$ cat src/rtl/mac_pkg.sv
// Shared types, widths and helpers for the MAC back end (accumulate, requantise, pack).
package mac_pkg;

  localparam int unsigned ACC_W   = 32;
  localparam int unsigned ACT_W   = 8;
  localparam int unsigned SHIFT_W = 5;
  localparam int unsigned SUM_W   = ACC_W + 2;

  typedef enum logic [1:0] {
    ACC,
    REQ,
    OUT
  } mac_rq_state_e;

  // Signed 32-bit add that clamps to the int32 range instead of wrapping.
  function automatic logic [ACC_W-1:0] sat_add32(input logic [ACC_W-1:0] a,
                                                 input logic [ACC_W-1:0] b);
    logic [ACC_W-1:0] s;
    s = a + b;
    if ((a[ACC_W-1] == b[ACC_W-1]) && (s[ACC_W-1] != a[ACC_W-1])) begin
      sat_add32 = a[ACC_W-1] ? {1'b1, {(ACC_W-1){1'b0}}} : {1'b0, {(ACC_W-1){1'b1}}};
    end else begin
      sat_add32 = s;
    end
  endfunction

endpackage

$ cat src/rtl/mac_requant.sv
// Combinational requantiser: bias add at 34 bits, round-half-up arithmetic shift,
// ReLU and clamp to an unsigned 8-bit activation.
module mac_requant
  import mac_pkg::*;
(
  input  logic [ACC_W-1:0]   acc_i,
  input  logic [ACC_W-1:0]   bias_i,
  input  logic [SHIFT_W-1:0] shift_i,
  output logic [ACT_W-1:0]   act_o
);

  logic signed [SUM_W-1:0] sum_c;
  logic signed [SUM_W-1:0] rnd_c;
  logic signed [SUM_W-1:0] shr_c;

  always_comb begin
    sum_c = $signed({{2{acc_i[ACC_W-1]}}, acc_i}) + $signed({{2{bias_i[ACC_W-1]}}, bias_i});
    rnd_c = '0;
    if (shift_i != '0) begin
      rnd_c = SUM_W'(1) << (shift_i - SHIFT_W'(1));
    end
    shr_c = (sum_c + rnd_c) >>> shift_i;
    // Negative saturates to 0, anything above 255 to 255.
    if (shr_c[SUM_W-1]) begin
      act_o = '0;
    end else if (|shr_c[SUM_W-2:ACT_W]) begin
      act_o = '1;
    end else begin
      act_o = shr_c[ACT_W-1:0];
    end
  end

endmodule

$ cat src/rtl/mac_requant_pack.sv
// MAC back end: accumulates partial sums per dot-product, requantises each result
// to uint8 and packs NBYTES results per output word, with an explicit flush.
module mac_requant_pack
  import mac_pkg::*;
#(
  parameter int unsigned NBYTES = 4
) (
  input  logic                      clk_i,
  input  logic                      rst_ni,
  input  logic                      psum_valid_i,
  output logic                      psum_ready_o,
  input  logic [ACC_W-1:0]          psum_i,
  input  logic                      psum_last_i,
  input  logic [ACC_W-1:0]          bias_i,
  input  logic [SHIFT_W-1:0]        shift_i,
  input  logic                      flush_i,
  output logic                      word_valid_o,
  input  logic                      word_ready_i,
  output logic [ACT_W*NBYTES-1:0]   word_o,
  output logic [NBYTES-1:0]         word_be_o,
  output logic                      busy_o
);

  localparam int unsigned WORD_W = ACT_W * NBYTES;
  localparam int unsigned CNT_W  = $clog2(NBYTES + 1);

  mac_rq_state_e     state_q;
  logic [ACC_W-1:0]  acc_q;
  logic              open_q;
  logic [CNT_W-1:0]  cnt_q;
  logic [WORD_W-1:0] pack_q;
  logic [NBYTES-1:0] be_q;
  logic              flush_q;
  logic              valid_q;
  logic              ready_q;
  logic              busy_q;

  logic [ACT_W-1:0]  act_c;
  logic              beat_c;
  logic              pend_c;
  logic              last_lane_c;

  mac_requant u_requant (
    .acc_i   (acc_q),
    .bias_i  (bias_i),
    .shift_i (shift_i),
    .act_o   (act_c)
  );

  assign beat_c      = psum_valid_i & ready_q;
  assign pend_c      = flush_q | flush_i;
  assign last_lane_c = (cnt_q == CNT_W'(NBYTES - 1));

  // Control FSM with accumulator and packer; every output is a flop.
  always_ff @(posedge clk_i or negedge rst_ni) begin
    if (!rst_ni) begin
      state_q <= ACC;
      acc_q   <= '0;
      open_q  <= 1'b0;
      cnt_q   <= '0;
      pack_q  <= '0;
      be_q    <= '0;
      flush_q <= 1'b0;
      valid_q <= 1'b0;
      ready_q <= 1'b1;
      busy_q  <= 1'b0;
    end else begin
      case (state_q)
        ACC: begin
          if (beat_c) begin
            // A flush arriving with a beat waits until the dot-product closes.
            acc_q   <= sat_add32(acc_q, psum_i);
            flush_q <= pend_c;
            busy_q  <= 1'b1;
            if (psum_last_i) begin
              open_q  <= 1'b0;
              ready_q <= 1'b0;
              state_q <= REQ;
            end else begin
              open_q <= 1'b1;
            end
          end else if (pend_c && !open_q) begin
            flush_q <= 1'b0;
            if (cnt_q != '0) begin
              valid_q <= 1'b1;
              ready_q <= 1'b0;
              busy_q  <= 1'b1;
              state_q <= OUT;
            end else begin
              busy_q <= 1'b0;
            end
          end else begin
            flush_q <= pend_c;
            busy_q  <= open_q | (cnt_q != '0) | pend_c;
          end
        end

        REQ: begin
          for (int unsigned l = 0; l < NBYTES; l++) begin
            if (cnt_q == CNT_W'(l)) begin
              pack_q[l*ACT_W +: ACT_W] <= act_c;
              be_q[l]                  <= 1'b1;
            end
          end
          cnt_q  <= cnt_q + CNT_W'(1);
          acc_q  <= '0;
          busy_q <= 1'b1;
          if (last_lane_c) begin
            flush_q <= 1'b0;
            valid_q <= 1'b1;
            state_q <= OUT;
          end else begin
            flush_q <= pend_c;
            ready_q <= 1'b1;
            state_q <= ACC;
          end
        end

        OUT: begin
          flush_q <= pend_c;
          if (word_ready_i) begin
            pack_q  <= '0;
            be_q    <= '0;
            cnt_q   <= '0;
            valid_q <= 1'b0;
            ready_q <= 1'b1;
            busy_q  <= pend_c;
            state_q <= ACC;
          end
        end

        default: begin
          ready_q <= 1'b1;
          valid_q <= 1'b0;
          state_q <= ACC;
        end
      endcase
    end
  end

  assign psum_ready_o = ready_q;
  assign word_valid_o = valid_q;
  assign word_o       = pack_q;
  assign word_be_o    = be_q;
  assign busy_o       = busy_q;

endmodule
$ cat config.mk
export PLATFORM = sky130hd
export DESIGN_NAME = mac_requant_pack
export DESIGN_NICKNAME = d
export VERILOG_FILES = /design/src/rtl/mac_pkg.sv /design/src/rtl/mac_requant.sv /design/src/rtl/mac_requant_pack.sv
export SDC_FILE = /design/constraint.sdc
export NUM_CORES = 1
export LEC_CHECK = 0
export BUFFER_PORTS_ARGS = -buffer_cell sky130_fd_sc_hd__buf_2
export CORE_MARGIN = 1
export CORE_UTILIZATION = 24
export CTS_BUF_LIST = sky130_fd_sc_hd__clkbuf_2
export DETAILED_ROUTE_END_ITERATION = 7
export PLACE_DENSITY = 0.41
export SYNTH_ARGS = -nofsm -noshare
export SYNTH_HDL_FRONTEND = slang
export SYNTH_SLANG_ARGS = --single-unit
$ cat constraint.sdc
create_clock -name clk_i -period 10.4 [get_ports clk_i]
set_input_delay 0.52 -clock clk_i [delete_from_list [all_inputs] [get_ports clk_i]]
set_output_delay 0.52 -clock clk_i [all_outputs]
set_load 0.1 [all_outputs]
==> results.rst, run 1 <==
.. list-table::
   :header-rows: 1

   * - Metric
     - Value
   * - Run status
     - complete, no violations
   * - Unique masters post-synth
     - 113
   * - Placement-stage worst setup slack
     - 2.67 ns
   * - Element type at the critical path start
     - flip-flop
   * - Internal power
     - 1.72 mW
   * - Power per unit of standard cell area
     - 355 nW/um^2
   * - Number of synthesized flops with an enable pin
     - 0
   * - Floorplan core area
     - ~46000 sq um
   * - Most frequent cells after synthesis
     - sky130_fd_sc_hd__nand2_1, sky130_fd_sc_hd__nor2_1, sky130_fd_sc_hd__ha_1, sky130_fd_sc_hd__a21oi_1, sky130_fd_sc_hd__o21ai_0
   * - Total design power
     - 4.41 mW
   * - Vias in the first global route
     - 11000
   * - Grt met2 use
     - 27.4%
   * - Area share of the largest cell type after synthesis
     - 17.3%
   * - Path category of the worst min-delay check
     - primary input to flip-flop
   * - Synth async-reset ratio
     - 100%
   * - Relative contribution of the clock network to total power
     - 4.1%
   * - Met1 layer usage reported by global route
     - 23.0%
   * - Fillcell total
     - ~5000
   * - Sw Pwr
     - 2.69 mW
   * - DIE WIDTH
     - 217 microns
   * - Critical path type
     - flip-flop to flip-flop
   * - Sum Neg Setup Slack
     - 0 ns
   * - Post-layout minimum cycle time
     - 7.67 ns
   * - DR vias/cell
     - 5.24
   * - Routed Antenna Nets
     - 0
   * - Maximum operating frequency
     - 130 MHz
   * - Number of buffers between clock root and the deepest sink
     - 2
   * - Layout cells sized above 1
     - 15.3%
   * - Final weighted congestion in routability-driven placement
     - 0.877
   * - Sequential-to-total area share from yosys stat
     - 17.6%
   * - Number of placement rows
     - 78
   * - Dominant cell by count in the synthesized netlist
     - sky130_fd_sc_hd__nand2_1
   * - DR vias
     - 11100
   * - Part of the total power dissipated in combinational logic
     - around 83%
   * - Relative slew slack
     - 35.6%
   * - IR drop worst, VDD
     - between 0.0002 and 0.0003 V
   * - Area enclosed by the die boundary
     - between 40000 and 50000 sq um
   * - Cells on Worst Hold Path
     - 3
   * - RR Startpoint
     - acc_q[1]$_DFFE_PN0P_
   * - Synth Instances
     - around 1400
   * - #FFs+latches synth
     - roughly 80
   * - Number of warnings reported in the yosys synthesis log
     - 0
   * - Total clock buffers created by CTS
     - 9
   * - GR met3 Demand/Resource
     - 1.79%
   * - Leakage power figure
     - approximately 5.6 nW
   * - Pre-antenna DRT Iters
     - 6
   * - Final worst path period share
     - 73.7%
   * - Largest fanout on the critical path
     - 11
   * - Final-report setup violation count
     - 0
   * - Commonest register cell after synthesis
     - sky130_fd_sc_hd__dfrtp_1
   * - Fin worst setup slack
     - 2.73 ns
   * - Standard cell with the maximum stage delay on the critical path
     - sky130_fd_sc_hd__o21ai_0
   * - Most prevalent standard cell on the critical path
     - sky130_fd_sc_hd__a21oi_1
   * - Clock Sinks
     - 78
   * - Final routed DRC violation total
     - 0
   * - Area Growth Syn to Fin
     - 11.5%
   * - Clock-pin slew reported for the worst setup and hold paths after clock tree synthesis
     - 0.25 ns
   * - Gates resized, CTS repair
     - 0
   * - Setup repair after global routing missed its margin
     - no
   * - Total gr overflow
     - 0
   * - Hold Startpoint
     - flush_i
   * - Detailed Route Iter0 Violations
     - roughly 770
   * - Routed len/inst
     - 18.4 microns
   * - Root Driver
     - sky130_fd_sc_hd__clkbuf_2
   * - Worst path arrival time
     - 8.22 ns
   * - Maximum Capacitance Violations
     - 0
   * - Worst skew pair latency
     - 0.66 ns
   * - CP max stage delay
     - 0.52 ns
   * - Net count reported at finish
     - 1695
   * - Synthesized area divided by synthesized cell count
     - 7.74 sq um
   * - Chip height
     - 217 microns
   * - Antenna violations before repair
     - 1
   * - Measured slew at the worst slew-check pin
     - between 0.9 and 1 ns
   * - Synth top area cells
     - sky130_fd_sc_hd__dfrtp_1, sky130_fd_sc_hd__ha_1, sky130_fd_sc_hd__nand2_1, sky130_fd_sc_hd__nor2_1, sky130_fd_sc_hd__a21oi_1
   * - Final wirelength
     - 39.1 mm
   * - Post-layout util
     - 27.2%
   * - Register-to-register path setup slack
     - 2.73 ns
   * - Wire length of the first global-routing pass
     - 62.6 mm
   * - Largest net degree at the start of global routing
     - 46
   * - Syn nets
     - 1620
   * - GRT busiest layer
     - met2
   * - Layout Skew
     - ~0.075 ns
   * - Detailed Place HPWL
     - 31.8 mm
   * - Effective utilization at floorplan
     - ~24%
   * - Required @ worst endpoint
     - about 11 ns
   * - Net Sw Frac
     - 60.9%
   * - Number of endpoints with negative hold slack in the final report
     - 0
   * - Clock tree from TritonCTS
     - done
   * - Count of buffers from port buffering
     - between 100 and 150
   * - Ports
     - 114
   * - H-tree Lvls
     - 3
   * - Capturing element type of the critical path
     - flip-flop
   * - Relative contribution of sequential cells to total power
     - 12.9%
   * - Reg-to-Reg End
     - word_o[13]$_DFFE_PN0P_
   * - Cell taking the most area after synthesis
     - sky130_fd_sc_hd__dfrtp_1
   * - Hold EP
     - flush_q$_DFFE_PN0P_
   * - Global routing usage summed across all routing layers
     - 16.7%
   * - Area of the mapped netlist
     - 11100 sq um
   * - Max Transition Viols Final
     - 0
   * - Length in cells of the worst reg-to-reg path
     - 29
[flip-flops by register name, summed over array words and instances (netlist names)]
register      flops
busy_o            1
acc_q            32
open_q            1
word_valid_o      1
psum_ready_o      1
flush_q           1
cnt_q             3
state_q           2
word_o           32
word_be_o         4
[logic make-up after synthesis]
family | after synthesis | synth area share, %
AO/OA/AOI/OAI | 468 | 30.3
XOR/XNOR | 71 | 5.66
adder cells (fa/ha/maj) | 107 | 12.2
buffers and inverters | 100 | 3.61
flip-flops | 78 | 17.6
multiplexers | 63 | 6.48
other | 1 | 0.0337
AND/OR/NAND/NOR | 550 | 24.1
[how the worst max path moves through the flow]
stage | startpoint | endpoint | slack [ns] | depth (start not counted)
final | acc_q[1]$_DFFE_PN0P_ | word_o[13]$_DFFE_PN0P_ | 2.73 | 29
after global routing | acc_q[1]$_DFFE_PN0P_ | word_o[21]$_DFFE_PN0P_ | 2.16 | 29
after CTS | acc_q[1]$_DFFE_PN0P_ | word_o[23]$_DFFE_PN0P_ | 2.78 | 29
after detailed placement | bias_i[1] | word_o[25]$_DFFE_PN0P_ | 2.67 | 30
after global placement | bias_i[1] | word_o[13]$_DFFE_PN0P_ | 2.70 | 30
after floorplan | bias_i[1] | word_o[11]$_DFFE_PN0P_ | 3.52 | 31
[routing by layer]
metal	share of wire (%)	up-vias
met5	0	-
met4	2.0	0
met3	3.5	39
met2	46	245
met1	48	5290
li1	-	5531
[power groups by stage]
| stage | Sequential [mW] | Combinational [mW] | Clock (mW) |
|---|---|---|---|
| 6_report | 0.570 | 3.66 | 0.181 |
| 5_1_grt | 0.589 | 4.01 | 0.206 |
| 4_1_cts | 0.573 | 3.65 | 0.194 |
| 3_5_place_dp | 0.579 | 3.64 | 0 |
| 3_3_place_gp | 0.579 | 3.65 | 0 |
| 2_1_floorplan | 1.02 | 2.34 | 0 |
[placed cells by master (no fill, tap or decap), drive strengths merged, types with 37 or more instances in the layout]
master / synthesis / layout
dfrtp: 77 / 77
mux2i: 37 / 37
o21ai: 108 / 108
nor3: 43 / 43
a21oi: 107 / 107
inv: 39 / 41
xnor2: 50 / 50
nor2: 136 / 136
ha: 104 / 104
nand2: 192 / 192
buf: 26 / 119
nand3: 40 / 40
[layout make-up]
cell class | count | area (sq um) | share of cell area [%]
Inverter | 42 | 158 | 1.27
Clock inverter | 6 | 68.8 | 0.555
Multi-Input combinational cell | 1260 | 8780 | 70.8
Sequential cell | 78 | 1950 | 15.7
Timing Repair Buffer | 122 | 643 | 5.18
Clock buffer | 10 | 50.0 | 0.403
Tap cell | 600 | 751 | 6.05
Antenna cell | 1 | 2.50 | 0.0202
[critical path, delay by kind of cell (launching register included)]
family / cells / cell delay, ns
and+or+nand+nor: 7 / 1.19
AOI/OAI and AO/OA: 18 / 4.80
muxes: 1 / 0.29
DFF: 1 / 0.50
adders and majority gates: 2 / 0.73
xor gates and xnor gates: 1 / 0.09
[timing repair]
| item | 4_1_cts | 5_1_grt |
|---|---|---|
| setup buffers | 0 | 0 |
| endpoints found under the hold margin | 35 | 0 |
| hold buffers | 3 | 0 |
[stage by stage]
stage | hold WS, ns | area [sq um] | instances
after floorplan | 0.224 | 11100 | 1438
after global placement | 0.468 | 12300 | 2099
after detailed placement | 0.469 | 12300 | 2099
after CTS | 0.0500 | 12400 | 2118
after global routing | 0.0689 | 12400 | 2119
final | 0.156 | 12400 | 2119
Note: power is estimated with default switching activity, not from simulation.
==> run 2: changes to the inputs <==
- PLACE_DENSITY: 0.41 -> 0.43
- clock period: 10.4 -> 6.78 ns (I/O delays scaled with it)
==> results.rst, run 2 (synthesis results as in run 1) <==
.. list-table::
   :header-rows: 1

   * - Metric
     - Value
   * - Largest fanout on the critical path
     - 6 (-5)
   * - DR vias
     - 11700 (+4.9%)
   * - Routed Antenna Nets
     - 0 (unchanged)
   * - Part of the total power dissipated in combinational logic
     - 85.0% (+2.0 points)
   * - Clock-pin slew reported for the worst setup and hold paths after clock tree synthesis
     - 0.23 ns (-0.02 ns)
   * - Relative contribution of the clock network to total power
     - 4.1% (about the same)
   * - Final weighted congestion in routability-driven placement
     - 0.870 (-0.79%)
   * - Leading cell type in the layout, fill and taps excluded
     - sky130_fd_sc_hd__buf_4
   * - Root Driver
     - sky130_fd_sc_hd__clkbuf_2
   * - Critical path type
     - flip-flop to flip-flop
   * - Wire length of the first global-routing pass
     - 64.3 mm (+2.8%)
   * - RR Startpoint
     - acc_q[1]$_DFFE_PN0P_
   * - Run status
     - finished, violations left
   * - Final wirelength
     - 40.2 mm (+3.0%)
   * - Number of buffers between clock root and the deepest sink
     - 2 (unchanged)
   * - Most frequent cells in the layout
     - sky130_fd_sc_hd__buf_4, sky130_fd_sc_hd__nand2_1, sky130_fd_sc_hd__nor2_1
   * - Capturing element type of the critical path
     - flip-flop
   * - Net Sw Frac
     - 56.0% (-5.0 points)
   * - Maximum Capacitance Violations
     - 0 (unchanged)
   * - Fin worst setup slack
     - -0.293 ns (-3.03 ns)
   * - Layout Skew
     - 0.0514 ns (-0.0236 ns)
   * - Routed len/inst
     - 17.4 microns (-5.7%)
   * - Fillcell total
     - 4960 (-1.2%)
   * - Max Transition Viols Final
     - 0 (unchanged)
   * - Leakage power figure
     - 6.62 nW (+18%)
   * - Total design power
     - 7.84 mW (+78%)
   * - Sum Neg Setup Slack
     - -6.55 ns (-6.55 ns)
   * - Largest net degree at the start of global routing
     - 67 (+46%)
   * - Ports
     - 114 (unchanged)
   * - Worst skew pair latency
     - 0.67 ns (about the same)
   * - Count of buffers from port buffering
     - 113 (unchanged)
   * - Clock Sinks
     - 78 (unchanged)
   * - Hold EP
     - acc_q[1]$_DFFE_PN0P_
   * - Detailed Route Iter0 Violations
     - 637 (-17%)
   * - DIE WIDTH
     - 217 microns (unchanged)
   * - Post-layout minimum cycle time
     - 7.07 ns (-0.592 ns)
   * - Worst path arrival time
     - 7.64 ns (-0.58 ns)
   * - Path category of the worst min-delay check
     - primary input to flip-flop
   * - Length in cells of the worst reg-to-reg path
     - 30 (+3.4%)
   * - Setup repair after global routing missed its margin
     - yes
   * - Most prevalent standard cell on the critical path
     - sky130_fd_sc_hd__buf_4
   * - Antenna violations before repair
     - 2 (+1)
   * - Sw Pwr
     - 4.39 mW (+63%)
   * - Total clock buffers created by CTS
     - 9 (unchanged)
   * - Element type at the critical path start
     - flip-flop
   * - Beginning of the critical path
     - acc_q[1]$_DFFE_PN0P_
   * - Detailed Place HPWL
     - 32.9 mm (+3.5%)
   * - Cells on Worst Hold Path
     - 4 (+1)
   * - Reg-to-Reg End
     - word_o[0]$_DFFE_PN0P_
   * - Power per unit of standard cell area
     - 550 nW/um^2 (+55%)
   * - Relative slew slack
     - 40.6% (+4.9 points)
   * - Floorplan core area
     - 45600 sq um (unchanged)
   * - Number of endpoints with negative hold slack in the final report
     - 0 (unchanged)
   * - Hold Startpoint
     - psum_i[1]
   * - Relative contribution of sequential cells to total power
     - 10.9% (-2.0 points)
   * - Vias in the first global route
     - 11600 (+5.7%)
   * - H-tree Lvls
     - 3 (unchanged)
   * - Layout cells sized above 1
     - 27.1% (+12 points)
   * - Required @ worst endpoint
     - 7.35 ns (-3.61 ns)
   * - Pre-antenna DRT Iters
     - 7 (+1)
   * - Effective utilization at floorplan
     - 24.4% (unchanged)
   * - Final routed DRC violation total
     - 0 (unchanged)
   * - Area enclosed by the die boundary
     - 47200 sq um (unchanged)
   * - Net count reported at finish
     - 1888 (+11%)
   * - IR drop worst, VDD
     - 0.000424 V (+67%)
   * - Global routing usage summed across all routing layers
     - 17.2% (+0.54 points)
   * - Measured slew at the worst slew-check pin
     - 0.891 ns (-0.0698 ns)
   * - DR vias/cell
     - 5.04 (-3.9%)
   * - Area Growth Syn to Fin
     - 28.1%
   * - Clock tree from TritonCTS
     - done
   * - CP max stage delay
     - 0.46 ns (-0.06 ns)
   * - Final worst path period share
     - 104% (+31 points)
   * - Internal power
     - 3.45 mW (+100%)
   * - Maximum operating frequency
     - 141 MHz (+8.4%)
   * - Number of placement rows
     - 78 (unchanged)
   * - Failing checks
     - negative setup slack
   * - Chip height
     - 217 microns (unchanged)
   * - Final-report setup violation count
     - 32 (+32)
   * - Standard cell with the maximum stage delay on the critical path
     - sky130_fd_sc_hd__dfrtp_1
   * - Register-to-register path setup slack
     - -0.29 ns (-3.03 ns)
   * - Total gr overflow
     - 0 (unchanged)
[run 2: cell count changes in the layout (fill, tap and decap cells not counted), moves of 6 or more]
| cell | change |
|---|---|
| sky130_fd_sc_hd__o21ai_0 | -7 |
| sky130_fd_sc_hd__buf_6 | +7 |
| sky130_fd_sc_hd__o31ai_2 | +6 |
| sky130_fd_sc_hd__mux2_4 | +7 |
| sky130_fd_sc_hd__buf_4 | +181 |
| sky130_fd_sc_hd__o21ai_1 | +6 |
| sky130_fd_sc_hd__o31ai_1 | -8 |
| sky130_fd_sc_hd__mux2_2 | -7 |
[run 2: power by group through the flow]
stage | logic (mW) | clock network (mW) | registers (mW)
2_1_floorplan | 3.60 | 0 | 1.57
3_3_place_gp | 6.29 | 0 | 0.868
3_5_place_dp | 6.29 | 0 | 0.869
4_1_cts | 6.48 | 0.336 | 0.857
5_1_grt | 7.27 | 0.358 | 0.883
6_report | 6.67 | 0.322 | 0.855
[run 2: how the worst max path moves through the flow]
stage	endpoint	slack, ns	cells after the start
global route	word_o[0]$_DFFE_PN0P_	-0.64	30
floorplan	word_o[11]$_DFFE_PN0P_	0.07	31
global placement	word_o[22]$_DFFE_PN0P_	-0.60	32
detailed placement	word_o[22]$_DFFE_PN0P_	-0.65	32
CTS	word_o[21]$_DFFE_PN0P_	-0.26	29
finish	word_o[0]$_DFFE_PN0P_	-0.29	30
[run 2: area by class of cell]
class / instances / area (sq um) / share of cell area [%]
Multi-Input combinational cell: 1260 / 9110 / 63.9
Timing Repair Buffer: 315 / 2130 / 14.9
Sequential cell: 78 / 1950 / 13.7
Tap cell: 600 / 751 / 5.26
Clock buffer: 10 / 50.0 / 0.351
Inverter: 42 / 163 / 1.14
Antenna cell: 2 / 5.00 / 0.0351
Clock inverter: 6 / 92.6 / 0.649
[run 2: what timing repair did]
item,4_1_cts,5_1_grt
setup buffers,6,10
resized for setup,40,40
hold endpoints to repair,68,0
pin swaps,33,56
hold buffers,8,0
setup endpoints to repair,32,32
[run 2: per-stage QoR]
stage	std cells	hold slack [ns]	util (%)	area [sq um]	setup WS [ns]
detailed placement	2272	0.197	29.7	13600	-0.649
CTS	2301	0.0569	30.7	14000	-0.256
global placement	2272	0.197	29.7	13600	-0.604
floorplan	1438	0.0434	-	11100	0.0709
finish	2313	0.134	31.3	14300	-0.293
global route	2313	0.0940	31.3	14300	-0.636
[run 2: critical path: cells and delay by family, from the launching register on]
| kind | cells | cell delay (ns) |
|---|---|---|
| buf+inv | 3 | 0.46 |
| fa+ha+maj | 2 | 0.55 |
| xor+xnor | 1 | 0.14 |
| flops | 1 | 0.46 |
| compound gates | 15 | 3.55 |
| simple gates | 9 | 1.83 |
[run 2: per-layer routing]
metal	global-route usage [%]	wire length, microns	vias to the layer above
met1	23.7	19900	5463
li1	-	-	5916
met4	6.15	1070	0
met3	1.87	1020	54
met5	0	0	-
met2	27.7	18200	219
